===== src/rtl/regbank_sequencer.sv =====
`default_nettype none
// ============================================================================
// Module  : regbank_sequencer
// Brief   : Sequences read-A / read-B / execute / write-back ALU commands
//           over a shared, arbitrated register-bank read bus.
// Revision: 1.0
// ============================================================================
module regbank_sequencer #(
  parameter int DATA_W = 8,
  parameter int IDX_W  = 3
) (
  input  logic              CLK,
  input  logic              RESET,
  input  logic              cmd_valid,
  output logic              cmd_ready,
  input  logic [2:0]        cmd_op,
  input  logic              cmd_imm,
  input  logic [IDX_W-1:0]  cmd_src_a,
  input  logic [IDX_W-1:0]  cmd_src_b,
  input  logic [IDX_W-1:0]  cmd_dst,
  input  logic [DATA_W-1:0] cmd_data,
  output logic              bus_req,
  input  logic              bus_gnt,
  output logic [IDX_W-1:0]  rb_out_index,
  output logic              rb_out_enable,
  input  logic [DATA_W-1:0] rb_bus,
  output logic [IDX_W-1:0]  rb_en_in,
  output logic [DATA_W-1:0] rb_wr_data,
  output logic [2:0]        alu_op,
  output logic [DATA_W-1:0] alu_a,
  output logic [DATA_W-1:0] alu_b,
  input  logic [DATA_W-1:0] alu_result,
  output logic              busy,
  output logic              done
);

  typedef enum logic [2:0] {
    S_IDLE   = 3'd0,
    S_READ_A = 3'd1,
    S_READ_B = 3'd2,
    S_EXEC   = 3'd3,
    S_WRITE  = 3'd4
  } state_t;

  state_t            state;
  state_t            state_nxt;
  logic [IDX_W-1:0]  src_a_q;
  logic [IDX_W-1:0]  src_b_q;
  logic [IDX_W-1:0]  dst_q;
  logic [DATA_W-1:0] result_q;
  logic              same_src;

  assign same_src = (src_a_q == src_b_q);

  always_ff @(posedge CLK or posedge RESET) begin
    if (RESET) begin
      state <= S_IDLE;
    end else begin
      state <= state_nxt;
    end
  end

  // Control outputs decode from the registered state only (plus the grant
  // for the tristate enable), so they settle right after each clock edge.
  always_comb begin
    state_nxt     = state;
    cmd_ready     = 1'b0;
    busy          = 1'b1;
    bus_req       = 1'b0;
    rb_out_index  = src_a_q;
    rb_out_enable = 1'b0;
    rb_en_in      = '0;
    rb_wr_data    = '0;
    done          = 1'b0;
    case (state)
      S_IDLE: begin
        cmd_ready = 1'b1;
        busy      = 1'b0;
        if (cmd_valid) begin
          state_nxt = cmd_imm ? S_WRITE : S_READ_A;
        end
      end
      S_READ_A: begin
        bus_req       = 1'b1;
        rb_out_index  = src_a_q;
        rb_out_enable = bus_gnt;
        if (bus_gnt) begin
          state_nxt = same_src ? S_EXEC : S_READ_B;
        end
      end
      S_READ_B: begin
        bus_req       = 1'b1;
        rb_out_index  = src_b_q;
        rb_out_enable = bus_gnt;
        if (bus_gnt) begin
          state_nxt = S_EXEC;
        end
      end
      S_EXEC: begin
        state_nxt = S_WRITE;
      end
      S_WRITE: begin
        rb_en_in   = dst_q;
        rb_wr_data = result_q;
        done       = 1'b1;
        state_nxt  = S_IDLE;
      end
      default: begin
        state_nxt = S_IDLE;
      end
    endcase
  end

  always_ff @(posedge CLK or posedge RESET) begin
    if (RESET) begin
      src_a_q  <= '0;
      src_b_q  <= '0;
      dst_q    <= '0;
      result_q <= '0;
      alu_op   <= '0;
      alu_a    <= '0;
      alu_b    <= '0;
    end else begin
      case (state)
        S_IDLE: begin
          if (cmd_valid) begin
            alu_op  <= cmd_op;
            src_a_q <= cmd_src_a;
            src_b_q <= cmd_src_b;
            dst_q   <= cmd_dst;
            if (cmd_imm) begin
              result_q <= cmd_data;
            end
          end
        end
        S_READ_A: begin
          if (bus_gnt) begin
            alu_a <= rb_bus;
            // Equal sources: one bus read feeds both operands.
            if (same_src) begin
              alu_b <= rb_bus;
            end
          end
        end
        S_READ_B: begin
          if (bus_gnt) begin
            alu_b <= rb_bus;
          end
        end
        S_EXEC: begin
          result_q <= alu_result;
        end
        default: begin
        end
      endcase
    end
  end

endmodule
`default_nettype wire


===== config.mk =====
export PLATFORM = sky130hd
export DESIGN_NAME = regbank_sequencer
export DESIGN_NICKNAME = d
export VERILOG_FILES = /design/src/rtl/regbank_sequencer.sv
export SDC_FILE = /design/constraint.sdc
export NUM_CORES = 1
export LEC_CHECK = 0
export CAP_MARGIN = 5
export CORE_MARGIN = 3
export CORE_UTILIZATION = 47
export CTS_BUF_LIST = sky130_fd_sc_hd__clkbuf_2
export CTS_CLUSTER_DIAMETER = 200
export CTS_CLUSTER_SIZE = 10
export DETAILED_ROUTE_END_ITERATION = 7
export PLACE_DENSITY = 0.88
export SLEW_MARGIN = 20
export SYNTH_ARGS = -nofsm -noshare
export SYNTH_HDL_FRONTEND = slang
export SYNTH_SLANG_ARGS = --single-unit

===== constraint.sdc =====
create_clock -name CLK -period 2.9 [get_ports CLK]
set_input_delay 0.435 -clock CLK [delete_from_list [all_inputs] [get_ports CLK]]
set_output_delay 0.435 -clock CLK [all_outputs]
set_load 0.005 [all_outputs]

After elaboration in Yosys (flattened, before gate mapping)
Cells that the tools add are included.
{ "word_totals": {"register_bits": 39, "inputBits": 41, "out_inout_bits": 38} }
{ "op_classes": {"n_eq_ne": 10, "muxes": 21, "n_reduce_logical": 9} }
{ "ops": {"columns": ["cell", "n"], "rows": [
  ["8-bit two-way mux", 6],
  ["8-bit one-hot mux with 2 select lines", 2],
  ["3-bit two-way mux", 6],
  ["3-bit one-hot mux with 4 select lines", 1],
  ["2-bit inequality test, second input constant", 5],
  ["3-bit by 2-bit == test with 1-bit output, second input constant", 2],
  ["1-bit two-way mux", 6],
  ["3-bit AND reduction", 2],
  ["2-bit AND reduction", 2],
  ["4-bit AND reduction", 1],
  ["2-bit nonzero test", 2],
  ["3-bit by 1-bit == test with 1-bit output, second input constant", 1],
  ["3-bit == test", 1],
  ["3-bit == test, second input constant", 1],
  ["3-bit zero test", 1],
  ["2-bit OR reduction", 1]
]} }

Depth between registers and ports, before layout
Gate-level depths: netlist of the first run.
{ "logic_depth": {"depth_word": 4, "mapped_depth": 6, "ltp_nobuf": 4} }

Worst setup path before layout of the first run
No wires, ideal clock.
{ "synth_path": {"kind": "reg-to-output", "start": "register state[2]", "end": "output rb_en_in[0]", "arrival_ps": 1186, "t_required_ps": 2465, "setup_slack_ps": 1279, "path_stages_with_launch": 6, "cell_sequence": "dfrtp_1 -> buf_2 -> inv_1 -> nor3_1 -> clkbuf_1 -> and2_1"} }
{ "synth_via": {"elab_chain_len": 2} }
{ "synth_lines": {"columns": ["element", "line_no", "source"], "rows": [
  ["start: declaration", "45", "state_t state;"],
  ["start signal: assignment", "59", "state <= state_nxt;"],
  ["3-bit == test", "75", "case (state)"],
  ["3-bit two-way mux", "75", null],
  ["end: declaration", "27", "output logic [IDX_W-1:0] rb_en_in,"]
]} }
Every way passes these cells.

Worst setup path in the final report of the first run
{ "layout_path": {"start": "register state[2]", "end": "output rb_wr_data[4]"} }
{ "layout_via": {"elab_chain_len": 2} }
{ "layout_lines": {"columns": ["element", "line_no", "source"], "rows": [
  ["3-bit == test", "75", null],
  ["8-bit two-way mux", "75", null],
  ["end: declaration", "28", "output logic [DATA_W-1:0] rb_wr_data,"]
]} }
Every way passes these cells.

==> results.md, run 1 <==
- Status: completed
- Initial DRC Count: 101
- Starting Density: 49.7%
- Logic pwr share: 47.6%
- Routability cong.: 0.784
- Pre-antenna DRT Iters: 4
- Post-synthesis instance total: 149
- Drc violations: 0
- CP Data Required Time: 2.47 ns
- Final Core Density: 73.7%
- Ys Warns: 0
- Slowest CP cell: dfrtp_1
- Htree depth: 2
- Final Hold Viols: 0
- Clock sinks: 39
- Clock root cell: clkbuf_2
- R2r setup slk: 1.05 ns
- Buffer depth of the longest clock path: 2
- Post-CTS resize count: 0
- Routed wire length: 4370 um
- Pre-CTS setup slack: 0.710 ns
- Worst vdd ir: 0.000710 V
- CP Launch Type: register
- Final non-filler cell area: 0.00276 mm2
- Sequential cell area: 976 um2
- Row count: 22
- Fin crit period: 2.67 ns
- Num CTS Buffers: 5
- Die area: 0.00475 mm2
- Area of the multi-input gates: 812 um2
- Worst reg2reg startpoint: state[1]
- Avg WL per Cell: 15.7 um
- Power Total: 0.00271 W
- GR Overflow Total: 0
- R2r worst-path depth: 4
- Vias: 1,403
- Power share of the sequential group: 36.8%
- # diodes: 0
- Internal: 0.00190 W
- Setup crit end kind: output pin
- Critical path class: register to output pin
- Syn_area_per_cell: 12.5 um2
- Worst Path Arrival: 2.23 ns
- Syn nets: 190
- CP max FO: 10
- Post-synthesis sequential area ratio: 52.4%
- Area grow syn2layout: 48.2%
- Worst min-delay path class: input port to async pin
- Die Span Y: 68.9 um
- Clk Latency, worst-skew pair: 0.42 ns
- Setup TNS: 0 ns
- CTS tree: built
- Nets: 270
- NetSw: 0.000817 W
- I/O pin cnt: 79
- Fraction of layout cells with a size suffix above 1: 20.4%
- Synthesized area: 0.00186 mm2
- PD cells: 984 mW/mm2
- Largest net degree at the start of global routing: 22
- Chip Width: 68.9 um
- IO Port Bufs: 78
- Hpwl dp: 3200 um
- Core area: 0.00374 mm2
- # setup viols final: 0
- Number of global-route vias before repair: 1,387
- Clock power frac: 15.6%
- Fmax: 0.375 GHz
- Post-DRT Antenna Nets: 0
- DP Area: 0.00267 mm2
- GRT Overall Usage: 20.3%
- RSZ-0062 raised after global routing: no
- Max cap viols: 0
- Final WS setup: 0.235 ns
- Leak pwr: 1.21 nW
- Switching part of the total: 30.1%
- Post-CTS Setup Inserts: 0
- Worst path max stage delay: 0.53 ns
- Yosys reg bits: 39
- Reg clk slew, reported paths: 0.22 ns
- First-pass GRT wire length: 6880 um
- Via density per instance: 5.05
- Clock skew: 0.0165 ns
- Hold_buf cts: 0
- Final max-slew violation count: 0
- Initial antenna violation count: 0
- R2r endpoint: alu_b[2]
- Fillers: 284
- Critical path, cell by cell: inv_1, nor3_1, buf_4, and2_1, clkdlybuf4s50_1
- Final worst-path cycle share: 91.9%
- Slew margin rel.: 50.0%
- Least-Margin Pin Slew: 0.749 ns
- Synth cell types: 27
[layout make-up]
cell class / count / share of cell area [%]
inverters: 4 / 0.544
well taps: 48 / 2.18
flip-flops and latches: 39 / 35.4
clock buffers: 5 / 0.907
clock inverters: 3 / 2.45
repair buffers: 81 / 29.1
multi-input cells: 98 / 29.4
[worst max-delay path: cells and delay by family (launching register included)]
family,cells,cell delay [ns]
and+or+nand+nor,2,0.45
buffers and inverters,3,0.86
DFF,1,0.53
[power by group through the flow]
stage               registers [W]  logic, W  clock network (W)
floorplan                0.000958  0.000723                  0
global placement         0.000994   0.00128                  0
detailed placement        0.00100   0.00130                  0
CTS                       0.00100   0.00131           0.000434
global route              0.00104   0.00141           0.000453
finish                   0.000998   0.00129           0.000424
[cells in the mapped netlist]
cell type / number / share of area [%]
dfrtp_1: 39 / 52
mux2_2: 24 / 15
and2_1: 14 / 4.7
nor2_1: 13 / 2.6
a21oi_1: 10 / 2.7
mux2_4: 8 / 6.5
mux2i_1: 8 / 4.3
inv_1: 4 / 0.81
buf_4: 3 / 1.2
nand2_1: 3 / 0.60
xnor2_1: 3 / 1.4
buf_2: 2 / 0.54
buf_6: 2 / 1.2
nand3_1: 2 / 0.54
o21ai_0: 2 / 0.54
a211o_1: 1 / 0.47
a21oi_2: 1 / 0.47
and2b_1: 1 / 0.40
and2b_4: 1 / 0.54
clkbuf_1: 1 / 0.20
nand2b_1: 1 / 0.34
nand4bb_1: 1 / 0.60
nor3_1: 1 / 0.27
nor3_2: 1 / 0.54
nor3b_2: 1 / 0.67
o221ai_1: 1 / 0.47
o2bb2ai_1: 1 / 0.47
[sequential cells by signal (all words and copies together) (netlist names)]
register  flops
alu_a         8
alu_b         8
alu_op        3
dst_q         3
result_q      8
src_a_q       3
src_b_q       3
state         3
[cells by family (layout without fill, tap and decap cells)]
group                     count (synthesis)  after routing  synth area share, %
AOI/OAI and AO/OA                        16             16                 5.11
muxes                                    40             40                 25.3
and+or+nand+nor                          39             39                 11.8
xor gates and xnor gates                  3              3                 1.41
DFF                                      39             39                 52.4
buffers and inverters                    12             93                 3.96
[routing by layer]
metal	global-route usage [%]	part of all wire, %
met1	25.1	40
met2	32.7	49
met3	7.62	9.4
met4	6.57	0.75
met5	0	0
[cell usage in the layout, fill, tap and decap left out]
master | Yosys | final
a211o_1 | 1 | 1
a21oi_1 | 10 | 10
a21oi_2 | 1 | 1
and2_1 | 14 | 14
and2b_1 | 1 | 1
and2b_4 | 1 | 1
buf_4 | 3 | 3
bufinv_16 | 0 | 2
clkbuf_2 | 0 | 5
clkdlybuf4s50_1 | 0 | 78
clkinvlp_4 | 0 | 1
dfrtp_1 | 39 | 39
inv_1 | 4 | 4
mux2_2 | 24 | 24
mux2_4 | 8 | 8
mux2i_1 | 8 | 8
nand2_1 | 3 | 3
nand2b_1 | 1 | 1
nand3_1 | 2 | 2
nand4bb_1 | 1 | 1
nor2_1 | 13 | 13
nor3_1 | 1 | 1
nor3_2 | 1 | 1
nor3b_2 | 1 | 1
o21ai_0 | 2 | 2
o221ai_1 | 1 | 1
o2bb2ai_1 | 1 | 1
xnor2_1 | 3 | 3
[worst max path at each step]
stage / to / slack, ns / from
2_1_floorplan: rb_en_in[0] / 1.28 / state[2]
6_report: rb_wr_data[4] / 0.23 / state[2]
5_1_grt: rb_wr_data[4] / 0.04 / state[2]
3_5_place_dp: rb_wr_data[5] / 0.71 / state[2]
4_1_cts: rb_wr_data[5] / 0.20 / state[2]
3_3_place_gp: rb_wr_data[5] / 0.70 / state[2]
[stage by stage]
stage               hold slack (ns)  instances
detailed placement            0.495        270
finish                        0.416        278
CTS                           0.420        278
global route                  0.472        278
global placement              0.489        270
floorplan                     0.472        149
(Power assumes the default switching activity.)
==> run 2: changes to the inputs <==
--- a/config.mk
+++ b/config.mk
@@ -6,12 +6,14 @@
 export NUM_CORES = 1
 export LEC_CHECK = 0
 export CAP_MARGIN = 5
+export CORE_ASPECT_RATIO = 0.5
 export CORE_MARGIN = 3
 export CORE_UTILIZATION = 47
 export CTS_BUF_LIST = sky130_fd_sc_hd__clkbuf_2
 export CTS_CLUSTER_DIAMETER = 200
 export CTS_CLUSTER_SIZE = 10
 export DETAILED_ROUTE_END_ITERATION = 7
+export HOLD_SLACK_MARGIN = 0.02
 export PLACE_DENSITY = 0.88
 export SLEW_MARGIN = 20
 export SYNTH_ARGS = -nofsm -noshare
==> run 2 against run 1 <==
  * Non-clock buffer count is 1 lower
  * Via count down 0.71%
  * Global-route usage decreased by 1.2 points
  * Critical path type unchanged
==> results.md, run 2 (synthesis gave the netlist of run 1 again) <==
- Hpwl dp: 3310 um
- Leak pwr: 1.19 nW
- First-pass GRT wire length: 6870 um
- PD cells: 959 mW/mm2
- Starting Density: 51.4%
- Initial antenna violation count: 0
- Via density per instance: 4.99
- Fillers: 244
- Buffer depth of the longest clock path: 2
- Htree depth: 2
- Worst Path Arrival: 2.13 ns
- CTS tree: built
- Routed wire length: 4320 um
- CP Launch Type: register
- Drc violations: 0
- Final non-filler cell area: 0.00273 mm2
- Final worst-path cycle share: 88.6%
- Clock root cell: clkbuf_2
- Least-Margin Pin Slew: 0.682 ns
- Most frequent cells in the layout: clkdlybuf4s50_1 (78), dfrtp_1 (39), mux2_2 (24)
- Number of global-route vias before repair: 1,484
- Setup TNS: 0 ns
- Nets: 269
- CP Data Required Time: 2.47 ns
- Clk Latency, worst-skew pair: 0.38 ns
- R2r worst-path depth: 4
- Area of the multi-input gates: 812 um2
- Hold_buf cts: 0
- Vias: 1,393
- Fmax: 0.389 GHz
- Slew margin rel.: 54.5%
- Initial DRC Count: 18
- Clock sinks: 39
- CP max FO: 12
- Reg clk slew, reported paths: 0.19 ns
- Routability cong.: 0.914
- Die area: 0.00480 mm2
- Final max-slew violation count: 0
- Post-CTS resize count: 0
- Clock skew: 0.00877 ns
- # setup viols final: 0
- Setup crit end kind: output pin
- Final Hold Viols: 0
- Fin crit period: 2.57 ns
- GR Overflow Total: 0
- RSZ-0062 raised after global routing: no
- Chip Width: 95.0 um
- I/O pin cnt: 79
- Largest regs: alu_a: 8 flops, alu_b: 8 flops, result_q: 8 flops
- IO Port Bufs: 78
- Power Total: 0.00261 W
- Die Span Y: 50.5 um
- Row count: 15
- Post-CTS Setup Inserts: 0
- Core area: 0.00362 mm2
- Final Core Density: 75.2%
- # diodes: 0
- Pre-antenna DRT Iters: 4
- Critical path class: register to output pin
- Num CTS Buffers: 5
- DP Area: 0.00266 mm2
- GRT Overall Usage: 19.0%
- Worst min-delay path class: input port to async pin
- WHS: 0.443 ns
- Status: completed
- Max cap viols: 0
- Largest net degree at the start of global routing: 40
- Fraction of layout cells with a size suffix above 1: 19.7%
- R2r setup slk: 1.02 ns
- Post-DRT Antenna Nets: 0
- Area grow syn2layout: 46.4%
- Sequential cell area: 976 um2
- Worst vdd ir: 0.000570 V
- Avg WL per Cell: 15.5 um
- Commonest non-fill, non-tap cell in the layout: clkdlybuf4s50_1
-- run 2: changes by cell type in the layout (fill, tap and decap cells not counted), sizes merged --
| cell | delta |
|---|---|
| buf | -1 |
| bufinv | -1 |
-- run 2: final cells by class --
cell class	instances	area share [%]
Clock inverter	2	1.38
Timing Repair Buffer	80	29.2
Inverter	4	0.551
Sequential cell	39	35.8
Tap cell	51	2.34
Multi-Input combinational cell	98	29.8
Clock buffer	5	0.918
-- run 2: final timing paths --
kind	from	end
setup reg to reg	state[1]	alu_b[5]
min in group CLK	dst_q[2]	dst_q[2]
hold reg to reg	dst_q[2]	dst_q[2]
setup / recovery	state[2]	rb_en_in[0]
max in group asynchronous	RESET	state[2]
hold / removal	RESET	alu_op[1]
-- run 2: critical path, cell delays in order (launching register included) --
cell and delay [ns]:
dfrtp_1 0.54, inv_1 0.14, nor3_1 0.22, buf_4 0.19, and2_1 0.14, clkdlybuf4s50_1 0.52
-- run 2: power by group --
group / switching, W / leakage (nW) / internal [W]
sequential: 0.000195 / 0.458 / 0.000811
clock: 0.000177 / 0.0350 / 0.000141
combinational: 0.000436 / 0.695 / 0.000853
total: 0.000807 / 1.19 / 0.00181
-- run 2: through the flow --
stage               worst slack [ns]  std cells
floorplan                       1.28        149
finish                         0.330        279
global placement               0.789        272
CTS                            0.302        279
global route                   0.212        279
detailed placement             0.765        272
-- run 2: per-layer routing --
metal | track usage [%] | share of wire (%) | vias up
met1 | 22.3 | 41 | 684
met4 | 6.46 | 1.3 | 0
met3 | 4.79 | 4.6 | 6
met5 | 0 | 0 | -
li1 | - | - | 664
met2 | 34.2 | 53 | 39
==> run 3: changes to the inputs <==
--- a/config.mk
+++ b/config.mk
@@ -15,6 +15,7 @@
 export DETAILED_ROUTE_END_ITERATION = 7
 export HOLD_SLACK_MARGIN = 0.02
 export PLACE_DENSITY = 0.88
+export RECOVER_POWER = 25
 export SLEW_MARGIN = 20
 export SYNTH_ARGS = -nofsm -noshare
 export SYNTH_HDL_FRONTEND = slang
==> run 3 against run 2 <==
  * Via count stayed put
  * Hold slack better by 0.090 ns
  * Global-route usage stayed put
  * Utilization is 0.10 points lower
  * Largest cell class unchanged
  * The run now ends with max-capacitance violations, max-slew violations left
==> results.md, run 3 (synthesis gave the netlist of run 1 again) <==
- # setup viols final: 0
- Setup TNS: 0 ns
- IO Port Bufs: 78
- Hold_sp: dst_q[2]
- Clock sinks: 39
- Most frequent cells in the layout: clkdlybuf4s50_1 (77), dfrtp_1 (39), mux2_2 (24)
- Chip Width: 95.0 um
- Die Span Y: 50.5 um
- Dpl cells: 272
- Num CTS Buffers: 5
- PD cells: 960 mW/mm2
- Status: complete, but fails checks
- Post-CTS Setup Inserts: 0
- Critical path class: register to output pin
- GR Overflow Total: 0
- Initial antenna violation count: 0
- Fraction of layout cells with a size suffix above 1: 19.3%
- Worst vdd ir: 0.000568 V
- Core area: 0.00362 mm2
- Largest net degree at the start of global routing: 40
- Commonest non-fill, non-tap cell in the layout: clkdlybuf4s50_1
- Max cap viols: 1
- First-pass GRT wire length: 6870 um
- Buffer depth of the longest clock path: 2
- Final Hold Viols: 0
- Clk Latency, worst-skew pair: 0.38 ns
- Routability cong.: 0.914
- Worst min-delay path class: register to register
- Worst reg2reg startpoint: state[1]
- Least-Margin Pin Slew: 2.07 ns
- I/O pin cnt: 79
- Pre-antenna DRT Iters: 4
- Vias: 1,393
- Number of global-route vias before repair: 1,484
- CP max FO: 12
- Slew margin rel.: -37.8%
- CP Launch Type: register
- Area grow syn2layout: 46.2%
- Worst Hold End: dst_q[2]
- Fmax: 0.389 GHz
- # diodes: 0
- Routed wire length: 4320 um
- GRT Overall Usage: 19.0%
- Final std cells w/o fill: 279
- Setup crit end kind: output pin
- Die area: 0.00480 mm2
- WHS: 0.533 ns
- Clock root cell: clkbuf_2
- Fin crit period: 2.57 ns
- Clock skew: 0.00877 ns
- Starting Density: 51.4%
- Hold_buf cts: 0
- Final worst-path cycle share: 88.6%
- Final max-slew violation count: 40
- R2r worst-path depth: 4
- RSZ-0062 raised after global routing: no
- Worst Path Arrival: 2.13 ns
- Largest regs: alu_a: 8 flops, alu_b: 8 flops, result_q: 8 flops
- CTS tree: built
- Avg WL per Cell: 15.5 um
- Violated checks: max-capacitance violations, max-slew violations
- R2r setup slk: 1.02 ns
- Via density per instance: 4.99
- CP Data Required Time: 2.47 ns
- Hold path cells: 1
- Leak pwr: 1.18 nW
- Htree depth: 2
- Drc violations: 0
- Nets: 269
- Hpwl dp: 3310 um
- R2r endpoint: alu_b[5]
- Initial DRC Count: 18
- Reg clk slew, reported paths: 0.19 ns
- Row count: 15
- Post-CTS resize count: 0
- Post-DRT Antenna Nets: 0
run 3: changes by cell type in the layout (fill, tap and decap cells not counted), sizes merged:
cell | previous run | this run
clkbuf | 5 | 6
buf | 2 | 1
clkdlybuf4s50 | 78 | 77
dlygate4sd3 | 0 | 1
run 3: how the worst max path moves through the flow:
stage	start	end	cells after the start
floorplan	state[2]	rb_en_in[0]	5
global placement	bus_gnt	rb_out_enable	4
detailed placement	state[2]	rb_en_in[0]	5
CTS	state[2]	rb_en_in[0]	5
global route	RESET	result_q[4]	3
finish	state[2]	rb_en_in[0]	5
run 3: stage by stage:
| stage | setup slack [ns] | util [%] | cell area (um2) | total power [W] |
|---|---|---|---|---|
| final | 0.330 | 75.1 | 2720 | 0.00261 |
| after global routing | 0.156 | 75.1 | 2720 | 0.00279 |
| after CTS | 0.302 | 75.2 | 2730 | 0.00264 |
| after detailed placement | 0.765 | 73.5 | 2660 | 0.00232 |
| after global placement | 0.789 | 73.5 | 2660 | 0.00226 |
| after floorplan | 1.28 | - | 1860 | 0.00168 |
run 3: per-layer routing:
layer  GRT usage (%)  up-vias  wire length (um)  part of all wire, %
met3            4.79        6               200                  4.6
met4            6.46        0                57                  1.3
li1                -      664                 -                    -
met2            34.2       39              2310                   53
met5               0        -                 0                    0
met1            22.3      684              1760                   41
run 3: cell type report:
class,instances,area (um2)
Clock buffer,5,25.0
Clock inverter,2,37.5
Fill cell,246,901
Inverter,4,15.0
Multi-Input combinational cell,98,812
Sequential cell,39,976
Tap cell,51,63.8
Timing Repair Buffer,80,792
run 3: critical path: stages (launching register included):
cell,delay (ns)
dfrtp_1,0.54
inv_1,0.14
nor3_1,0.22
buf_4,0.19
and2_1,0.14
clkdlybuf4s50_1,0.52
run 3: report_power, final:
group | internal, W | leakage (nW) | total, W | switching, W
logic | 0.000852 | 0.692 | 0.00129 | 0.000436
clock network | 0.000141 | 0.0350 | 0.000319 | 0.000178
registers | 0.000811 | 0.458 | 0.00101 | 0.000195
